--- src/rtl/cpu_hold_pkg.sv ---
// Shared types and sizing helpers for the CPU hold arbiter.
package cpu_hold_pkg;

   typedef enum logic [1:0] {
      ST_RUN      = 2'd0,
      ST_WAIT_VBL = 2'd1,
      ST_SETTLE   = 2'd2,
      ST_HELD     = 2'd3
   } hold_state_t;

   // Bits needed to hold values 0..limit inclusive.
   function automatic int dim_width(input longint limit);
      return (limit < 1) ? 1 : $clog2(limit + 1);
   endfunction

endpackage

--- src/rtl/cpu_hold_arbiter_dim_timer.sv ---
// Saturating paused-time counter; requests video dimming once the limit is reached.
module dim_timer #(
   parameter longint LIMIT = 240000000,
   parameter int     WIDTH = 28
) (
   input  logic clk_sys,
   input  logic reset_n,
   input  logic count_en,
   input  logic dim_en,
   output logic dim_video
);

   localparam logic [WIDTH-1:0] LIMIT_V = WIDTH'(LIMIT);

   logic [WIDTH-1:0] count;

   always_ff @(posedge clk_sys or negedge reset_n) begin
      if (!reset_n) begin
         count <= '0;
      end else if (!count_en) begin
         count <= '0;
      end else if (count != LIMIT_V) begin
         count <= count + WIDTH'(1);
      end
   end

   assign dim_video = dim_en & (count == LIMIT_V);

endmodule

--- src/rtl/cpu_hold_arbiter.sv ---
// Halts the game CPU at vblank for user/OSD pause or hiscore RAM access.
//
// state    | meaning
// ---------+-----------------------------------------------------------
// RUN      | CPU running, no hold pending
// WAIT_VBL | hold requested, waiting for vblank rising edge
// SETTLE   | CPU halted, letting the bus settle before any RAM grant
// HELD     | CPU halted; hiscore engine granted while it requests
module cpu_hold_arbiter
   import cpu_hold_pkg::*;
#(
   parameter int CLK_HZ        = 24000000,
   parameter int DIM_SECONDS   = 10,
   parameter int SETTLE_CYCLES = 4
) (
   input  logic clk_sys,
   input  logic reset_n,
   input  logic vblank,
   input  logic user_button,
   input  logic osd_open,
   input  logic osd_pause_en,
   input  logic dim_en,
   input  logic hs_req,
   output logic pause_cpu,
   output logic hs_grant,
   output logic dim_video,
   output logic user_paused
);

   localparam longint DIM_LIMIT = longint'(CLK_HZ) * longint'(DIM_SECONDS);
   localparam int     DIM_W     = dim_width(DIM_LIMIT);
   localparam int     SETTLE_W  = (SETTLE_CYCLES < 2) ? 1 : $clog2(SETTLE_CYCLES);
   localparam logic [SETTLE_W-1:0] SETTLE_LOAD = SETTLE_W'(SETTLE_CYCLES - 1);

   hold_state_t         state;
   hold_state_t         state_nxt;
   logic                button_q;
   logic                vblank_q;
   logic                button_rise;
   logic                vblank_rise;
   logic                osd_hold;
   logic                hold_req;
   logic                settle_load;
   logic [SETTLE_W-1:0] settle_cnt;

   assign button_rise = user_button & ~button_q;
   assign vblank_rise = vblank & ~vblank_q;
   assign osd_hold    = osd_open & osd_pause_en;
   assign hold_req    = user_paused | osd_hold | hs_req;
   assign pause_cpu   = (state == ST_SETTLE) | (state == ST_HELD);

   always_ff @(posedge clk_sys or negedge reset_n) begin
      if (!reset_n) begin
         button_q    <= 1'b0;
         vblank_q    <= 1'b0;
         user_paused <= 1'b0;
         hs_grant    <= 1'b0;
         state       <= ST_RUN;
      end else begin
         button_q    <= user_button;
         vblank_q    <= vblank;
         user_paused <= user_paused ^ button_rise;
         hs_grant    <= (state == ST_HELD) & hs_req;
         state       <= state_nxt;
      end
   end

   // Down-counter: loaded on SETTLE entry, HELD follows its terminal count.
   always_ff @(posedge clk_sys or negedge reset_n) begin
      if (!reset_n) begin
         settle_cnt <= '0;
      end else if (settle_load) begin
         settle_cnt <= SETTLE_LOAD;
      end else if ((state == ST_SETTLE) && (settle_cnt != '0)) begin
         settle_cnt <= settle_cnt - SETTLE_W'(1);
      end
   end

   always_comb begin
      state_nxt   = state;
      settle_load = 1'b0;
      case (state)
         ST_RUN: begin
            if (hold_req) state_nxt = ST_WAIT_VBL;
         end
         ST_WAIT_VBL: begin
            if (!hold_req) begin
               state_nxt = ST_RUN;
            end else if (vblank_rise) begin
               state_nxt   = ST_SETTLE;
               settle_load = 1'b1;
            end
         end
         ST_SETTLE: begin
            if (settle_cnt == '0) state_nxt = ST_HELD;
         end
         ST_HELD: begin
            // A button edge this cycle re-pauses; stay halted rather than bounce through RUN.
            if (!hold_req && !hs_grant && !button_rise) state_nxt = ST_RUN;
         end
         default: state_nxt = ST_RUN;
      endcase
   end

   dim_timer #(
      .LIMIT (DIM_LIMIT),
      .WIDTH (DIM_W)
   ) u_dim_timer (
      .clk_sys   (clk_sys),
      .reset_n   (reset_n),
      .count_en  (pause_cpu & (user_paused | osd_hold)),
      .dim_en    (dim_en),
      .dim_video (dim_video)
   );

endmodule

--- config.mk ---
export PLATFORM = sky130hd
export DESIGN_NAME = cpu_hold_arbiter
export DESIGN_NICKNAME = d
export VERILOG_FILES = /design/src/rtl/cpu_hold_pkg.sv /design/src/rtl/cpu_hold_arbiter_dim_timer.sv /design/src/rtl/cpu_hold_arbiter.sv
export SDC_FILE = /design/constraint.sdc
export NUM_CORES = 1
export LEC_CHECK = 0
export BUFFER_PORTS_ARGS = -buffer_cell sky130_fd_sc_hd__buf_2
export CORE_MARGIN = 8
export CORE_UTILIZATION = 51
export DETAILED_ROUTE_END_ITERATION = 16
export PLACE_DENSITY = 0.69
export SLEW_MARGIN = 10
export SYNTH_ARGS = -nofsm -noshare
export SYNTH_HDL_FRONTEND = slang
export SYNTH_SLANG_ARGS = --single-unit
--- constraint.sdc ---
create_clock -name clk_sys -period 3.65 [get_ports clk_sys]
set_clock_uncertainty 0.05 [all_clocks]
set_input_delay 0.1825 -clock clk_sys [delete_from_list [all_inputs] [get_ports clk_sys]]
set_output_delay 0.1825 -clock clk_sys [all_outputs]
set_load 0.005 [all_outputs]
=== Word level (Yosys, flattened, before mapping) ===
Cells that the tools add are included.

* Multiply operators: 0
* Add/sub/neg operators: 2
* Multiplexer cells: 13
* Eq/ne operators: 10
* Bitwise operators: 12
* Reductions and logical operators: 11
* Div/mod/pow operators: 0
* Shift-type cells: 0
* Order comparisons: 0

{| class="wikitable"
|+ Operators with widths
! kind !! number
|-
| 28-bit 2-to-1 mux || 2
|-
| 28-bit by 1-bit adder with 28-bit output, second input constant || 1
|-
| 28-bit equality test, second input constant || 1
|-
| 28-bit != test, second input constant || 1
|-
| 2-bit 2-to-1 mux || 7
|-
| 2-bit one-hot mux with 4 select lines || 1
|-
| 1-bit AND || 6
|-
| 2-bit equality test, second input constant || 2
|-
| 2-bit zero test || 2
|-
| 2-bit by 1-bit != test with 1-bit output, second input constant || 2
|-
| 2-bit != test, second input constant || 2
|-
| 4-bit AND reduction || 1
|-
| 2-bit nonzero test || 2
|-
| 1-bit logical AND || 3
|-
| 1-bit zero test || 3
|-
| 1-bit 2-to-1 mux || 3
|-
| 3-bit != test, second input constant || 1
|-
| 1-bit OR || 3
|-
| 2-bit by 1-bit equality test with 1-bit output, second input constant || 1
|-
| 1-bit NOT || 2
|-
| 2-bit by 1-bit subtractor with 2-bit output, second input constant || 1
|-
| 1-bit XOR || 1
|}

* Flip-flop bits (word level): 36
* Latch bits: 0
* Bits in writable memories: 0
* Logic and storage cells: 55
* Bits in read-only memories: 0
* Memories: 0

=== Longest topological paths before layout ===
Gate-level depths: netlist of run 1.

* Depth in word-level cells: 8
* Gate-level depth with buffers: 7

=== By module ===
Synthesis of run 1 repeated with hierarchy kept, for this count alone.

* Cells, all modules: 175
* Area, all modules: 1885.6 sq um

{| class="wikitable"
|+ By module, submodules not included
! module !! instances !! cells an instance !! area each (sq um)
|-
| dim_timer || 1 || 143 || 1516.5
|-
| cpu_hold_arbiter || 1 || 32 || 369.1
|}

=== Least setup slack after synthesis of run 1 ===
Ideal clock, no wire load.

* Path type: reg-to-reg
* From: register u_dim_timer.count[1]
* To: register u_dim_timer.count[20]
* Library setup time: 0.077 ns
* Period minus slack after synthesis: 1.896 ns
* Cell stages (with the launch flop): 7
* Data arrival time: 1.769 ns
* Slack: 1.754 ns
* Cell sequence: dfrtp_1 ha_1 nand2_2 or3_4 buf_6 or4_1 a21oi_1

* Longest elaborated chain between the ends: 3
* Elaborated cells on any way between the ends: 5

{| class="wikitable"
|+ RTL lines
! what !! RTL line !! source
|-
| start, declared || cpu_hold_arbiter_dim_timer.sv:15 || <nowiki>logic [WIDTH-1:0] count;</nowiki>
|-
| start signal, assigned || cpu_hold_arbiter_dim_timer.sv:23 || <nowiki>count <= count + WIDTH'(1);</nowiki>
|-
| 28-bit by 1-bit adder with 28-bit output || cpu_hold_arbiter_dim_timer.sv:23 ||
|-
| 28-bit 2-to-1 mux || cpu_hold_arbiter_dim_timer.sv:22 || <nowiki>end else if (count != LIMIT_V) begin</nowiki>
|-
| 28-bit 2-to-1 mux || cpu_hold_arbiter_dim_timer.sv:20 || <nowiki>end else if (!count_en) begin</nowiki>
|}

Several ways; a longest one is shown, not always the timed one. The select of a mux whose other input is x is not followed.
A chain may end at the register's enable or synchronous reset.

=== Worst setup path in the final report of run 1 ===
* From: register u_dim_timer.count[0]
* To: output dim_video

* Longest elaborated chain between the ends: 2

{| class="wikitable"
|+ RTL lines
! what !! RTL line !! source
|-
| 28-bit equality test || cpu_hold_arbiter_dim_timer.sv:27 || <nowiki>assign dim_video = dim_en & (count == LIMIT_V);</nowiki>
|-
| 1-bit AND || cpu_hold_arbiter_dim_timer.sv:27 ||
|-
| end, declared || cpu_hold_arbiter.sv:26 || <nowiki>output logic dim_video,</nowiki>
|}

No other way between the ends.

==> metrics.csv, run 1 <==
stage;metric;value;unit
die;coreArea;0.00372;mm²
critical_path;critical-path-max-stage-delay;440;ps
clock_network;clockBufferDepth;2;
critical_path;required;3420;ps
power;switchingPower;334;µW
die;die_h;78.6;µm
timing;fmaxAchievable;0.478;GHz
global_route;grt_first_pass_wirelength;7330;µm
critical_path;crit_arrival;1860;ps
worst_hold_path;min_from;hs_req;
timing;finalSetupTns;0;ps
power;p_int;742;µW
yosys;synth_compound_area_frac;0.130;
die;die-area;0.00617;mm²
yosys;synthArstFlopShare;1.00;
die;row_count;22;
clock_network;clk_pin_slew;70;ps
timing;finalSetupViolations;0;
critical_path;timing.rr.end;u_dim_timer.count[18];
power;p_leak;0.000830;µW
yosys;netlist_area;0.00200;mm²
cells_and_area;final_layout_size_suffix_gt1_frac;0.138;
critical_path;cp-start-kind;flop;
clock_network;clkSinkCount;36;
critical_path;critPathKind;reg2out;
yosys;synth_top_flop_cell;dfrtp_1;
cells_and_area;nets;228;
worst_hold_path;hold_path_class;in2reg;
timing;hold_viol;0;
yosys;synth-edff-count;0;
critical_path;critPathLaunch;u_dim_timer.count[0];
global_route;track_usage;0.148;
timing;finalCriticalPeriod;2090;ps
clock_network;htreeDepth;2;
drt;dr.pass1.iters;4;
cells_and_area;layout_commonest_cell;dfrtp_1;
yosys;synth_top_family_by_area;simple AND/OR/NAND/NOR gates;
critical_path;crit_chain;inv_1, ha_1, nor4b_1, and4_1, and3_1, buf_2;
power;peakVddDrop;0.000415;V
cells_and_area;diodes;0;
drt;drtIter0Drc;76;
yosys;synth_mux_area_frac;0.00502;
yosys;yosys_warnings;0;
yosys;synthAdderAreaFrac;0.0188;
timing;slew_headroom;0.377;
clock_network;cts_tree;built;
global_route;grt_max_degree;37;
placement;dp_hpwl;2880;µm
yosys;synth-seq-area-share;0.451;
power;pwr-share-seq;0.451;
critical_path;reg2reg_depth;5;
drt;drt_wl_total;4120;µm
die;io-pin-count;12;
placement;io_buffer_count;11;
power;power;1080;µW
critical_path;cp_slowest_cell;dfrtp_1;
global_route;overflow;0;
yosys;syn_inst;206;
timing;slew_viol_final;0;
critical_path;r2r_setup_slack;1630;ps
drt;vias;1579;
global_route;antenna_found_initial;0;
yosys;avgSynthCellArea;9.69;µm²
clock_network;root_buffer;clkbuf_8;
yosys;synth_cell_types;49;
yosys;synthXorXnorAreaFrac;0.0439;
power;switching_share;0.310;
clock_network;numCtsBuffers;5;
critical_path;r2r_start;u_dim_timer.count[0];
timing;fin_hold_ws;115;ps
worst_hold_path;holdPathStages;2;
drt;drc;0;
die;initial_core_util;0.537;
cells_and_area;final_cell_mix;dfrtp_1, a21oi_1, nand2_1, buf_2;
power;p_comb_frac;0.226;
die;fp.dieW;78.6;µm
critical_path;worstPathMaxFanout;8;
drt;drtAntennaViolNets;0;
critical_path;end_kind;primary output;
clock_network;clk_latency;290;ps
yosys;synth_seq_cells;36;
flow_run;maxCapViolations;0;
clock_network;cts_resized;0;
timing;rsz0062_at_grt;false;
worst_hold_path;holdPathEnd;hs_grant;
yosys;yosys.area_share.simple;0.298;
outcome;outcome;complete, no violations;
drt;drt-vias-per-instance;5.94;
timing;period_share;0.573;
power;power.share.clock;0.323;
drt;wire_per_inst;15.5;µm
placement;gp_congestion;0.843;
yosys;syn-num-nets;217;
power;powerDensity;493;mW/mm²
global_route;grt_pass1_vias;1578;
cells_and_area;syn2layout_area_growth;9.34;%
timing;worst_pin_slew;934;ps
what timing repair did:
| action | in CTS | in global routing |
|---|---|---|
| hold endpoints to repair | 38 | 0 |
| hold buffers | 3 | 0 |
| setup buffers | 0 | 0 |
cell type report:
type / count / area [µm²]
repair buffers: 14 / 85.1
clock buffers: 6 / 72.6
fillers: 328 / 1530
flip-flops and latches: 36 / 901
clock inverters: 2 / 35.0
multi-input cells: 150 / 991
inverters: 10 / 37.5
well taps: 48 / 60.1
kinds of logic (layout without fill, tap and decap cells):
| group | Yosys count | count (layout) |
|---|---|---|
| AOI/OAI and AO/OA | 41 | 41 |
| xor gates and xnor gates | 10 | 10 |
| adders and majority gates | 3 | 3 |
| buffers and inverters | 20 | 32 |
| DFF | 36 | 36 |
| muxes | 1 | 1 |
| and+or+nand+nor | 95 | 95 |
metal layers:
metal	global-route usage	part of all wire	up-vias
met5	0	0	-
met3	0.0387	0.039	7
met1	0.183	0.46	771
met4	0.0704	0.021	0
met2	0.234	0.48	21
li1	-	-	780
registers in the layout, indices dropped and copies added, names as in the netlist, named ones only:
name	count
hs_grant	1
button_q	1
u_dim_timer.count	28
user_paused	1
state	1
settle_cnt	2
vblank_q	1
cell usage after synthesis (4+ instances only):
library cell,instances,area share
or4_1,10,0.038
nor3_1,6,0.015
nand2_1,17,0.032
a21oi_1,17,0.043
nor4_1,5,0.016
nand3_1,8,0.020
nor2_1,10,0.019
o31ai_1,8,0.030
clkbuf_1,4,0.0075
dfrtp_1,36,0.45
inv_1,10,0.019
xnor2_1,8,0.035
o21ai_0,5,0.013
or3_1,9,0.028
critical path, delay by kind of cell (launching register included):
kind                     cells  cell delay, ps
AND/OR/NAND/NOR              3             740
flip-flops                   1             440
buffers and inverters        2             230
adder cells (fa/ha/maj)      1             150
power groups by stage:
stage / Clock [µW] / Combinational, µW / Sequential, µW
after floorplan: 0 / 187 / 483
after global placement: 0 / 237 / 489
after detailed placement: 0 / 245 / 492
after CTS: 356 / 249 / 485
after global routing: 372 / 286 / 490
final: 348 / 243 / 486
metrics by stage:
stage / util / std cells / cell area [µm²] / setup slack [ps]
3_3_place_gp: 0.550 / 255 / 2040 / 1730
6_report: 0.587 / 266 / 2180 / 1560
3_5_place_dp: 0.550 / 255 / 2040 / 1670
2_1_floorplan: - / 206 / 2000 / 1750
5_1_grt: 0.587 / 266 / 2180 / 1380
4_1_cts: 0.587 / 266 / 2180 / 1530
how the worst max path moves through the flow:
stage          cells past startpoint                    end  slack [ps]
2_1_floorplan                      6  u_dim_timer.count[20]        1750
3_3_place_gp                       5  u_dim_timer.count[20]        1730
3_5_place_dp                       5  u_dim_timer.count[18]        1670
4_1_cts                            6              dim_video        1530
5_1_grt                            6              dim_video        1380
6_report                           6              dim_video        1560
No activity file was read; power rests on OpenSTA's default activity.
==> inputs of run 2 (changes only) <==
clock period = 2.15 ns   (was 3.65 ns; I/O delays follow)
==> run 2 against run 1 <==
Effect of this change:
- worst setup slack worse by 1400 ps
- via count is 0.89% higher
- sequential share of layout area is 0.14 points higher
- wire length is 1.9% lower
- critical path type is now reg2reg
- critical path depth is 1 lower
- critical endpoint is now u_dim_timer.count[18]
- clock power is 40% higher
- non-clock buffer count is 1 higher
- utilization is 0.20 points lower
- total power is 63% higher
- die area stayed put
- cell count is 0.38% higher
==> metrics.csv, run 2 (synthesized netlist as in run 1, its figures left out) <==
stage;metric;value;unit
cells_and_area;multi_input_area;991;µm²
drt;wire_per_inst;15.1;µm
placement;place_area;0.00205;mm²
clock_network;cts_resized;0;
critical_path;timing.rr.end;u_dim_timer.count[18];
critical_path;crit_chain;ha_1, nand2_2, or3_4, or4_1, a21oi_1;
drt;dr.pass1.iters;4;
cells_and_area;ff_latch_area;901;µm²
cells_and_area;layout_commonest_cell;dfrtp_1;
die;coreArea;0.00372;mm²
die;row_count;22;
die;die_h;78.6;µm
placement;dp_hpwl;2860;µm
critical_path;r2r_setup_slack;130;ps
timing;rsz0062_at_grt;false;
die;fp.dieW;78.6;µm
placement;io_buffer_count;11;
clock_network;cts_hold_buf;3;
cells_and_area;largest_register_ffs;28;
die;die-area;0.00617;mm²
critical_path;cp_slowest_cell;or4_1;
critical_path;critPathKind;reg2reg;
clock_network;clkSinkCount;36;
drt;drt-vias-per-instance;5.97;
timing;slew_viol_final;0;
power;power;1750;µW
power;p_leak;0.000830;µW
drt;drtIter0Drc;102;
clock_network;cts_tree;built;
cells_and_area;reg.largest.list;u_dim_timer.count: 28 flops, settle_cnt: 2 flops;
timing;fin_hold_ws;56.5;ps
die;initial_core_util;0.537;
critical_path;crit_arrival;2180;ps
cells_and_area;nets;229;
critical_path;worstPathMaxFanout;11;
timing;period_share;0.941;
drt;drc;0;
timing;fmaxAchievable;0.494;GHz
critical_path;reg2reg_depth;5;
critical_path;cp-start-kind;flop;
outcome;outcome;complete, no violations;
global_route;antenna_found_initial;0;
cells_and_area;syn2layout_area_growth;8.97;%
drt;drt_wl_total;4040;µm
drt;drtAntennaViolNets;0;
critical_path;critical-path-max-stage-delay;490;ps
clock_network;post_cts_buffers;0;
global_route;grt_max_degree;37;
clock_network;clockBufferDepth;2;
global_route;overflow;0;
cells_and_area;final_layout_size_suffix_gt1_frac;0.146;
placement;gp_congestion;0.801;
clock_network;numCtsBuffers;5;
critical_path;r2r_start;u_dim_timer.count[0];
cells_and_area;fin_util;0.585;
critical_path;required;2300;ps
timing;hold_viol;0;
cells_and_area;fill_cells;340;
die;io-pin-count;12;
cells_and_area;largest_register;u_dim_timer.count;
critical_path;endpoint;u_dim_timer.count[18];
timing;finalSetupTns;0;ps
global_route;grt_pass1_vias;1489;
clock_network;root_buffer;clkbuf_8;
worst_hold_path;hold_path_class;in2reg;
power;peakVddDrop;0.000626;V
flow_run;maxCapViolations;0;
cells_and_area;diodes;0;
timing;finalCriticalPeriod;2020;ps
drt;vias;1593;
global_route;track_usage;0.135;
timing;worst_pin_slew;786;ps
timing;finalSetupViolations;0;
clock_network;clk_latency;280;ps
clock_network;htreeDepth;2;
cells_and_area;design_area;0.00217;mm²
power;powerDensity;805;mW/mm²
cells_and_area;final_cell_mix;dfrtp_1, a21oi_1, nand2_1, buf_2;
critical_path;end_kind;flop;
timing;slew_headroom;0.476;
global_route;grt_first_pass_wirelength;6820;µm
critical_path;critPathLaunch;u_dim_timer.count[0];
clock_network;clk_pin_slew;70;ps
[run 2: cell type report]
| type | instances | area share |
|---|---|---|
| clock inverter | 2 | 0.00460 |
| clock buffer | 6 | 0.0380 |
| sequential | 36 | 0.414 |
| tap | 48 | 0.0276 |
| multi-input combinational | 150 | 0.456 |
| inverter | 10 | 0.0173 |
| timing repair buffer | 15 | 0.0426 |
[run 2: routing by layer]
layer	track usage	vias to the layer above	part of all wire	wire length (µm)
met5	0	-	0	0
met3	0.0387	2	0.027	110
li1	-	789	-	-
met4	0.0407	0	0.0047	19
met2	0.215	22	0.48	1940
met1	0.173	780	0.49	1980
[run 2: stage by stage]
step | setup WS [ps] | std cells
CTS | 131 | 267
detailed placement | 158 | 256
floorplan | 254 | 206
finish | 127 | 267
global placement | 243 | 256
global route | 25.6 | 267
[run 2: how the worst min path moves through the flow]
stage	cells after the start	from	end	slack [ps]
after detailed placement	1	reset_n	u_dim_timer.count[23]	180
after floorplan	0	reset_n	async pin	-240
after CTS	2	hs_req	hs_grant	50
after global placement	1	reset_n	u_dim_timer.count[26]	180
after global routing	2	hs_req	hs_grant	60
final	2	hs_req	hs_grant	60
[run 2: critical path: cells and delay by family, from the launching register on]
| kind | cells | cell delay [ps] |
|---|---|---|
| compound gates | 1 | 170 |
| fa+ha+maj | 1 | 260 |
| flops | 1 | 440 |
| simple gates | 3 | 1020 |
[run 2: power by group]
part	total (µW)	switching, µW	internal (µW)	leakage, µW
Sequential	823	69.9	753	0.000485
Combinational	440	263	178	0.000294
Clock	488	232	255	0.0000510
Total	1750	565	1190	0.000830
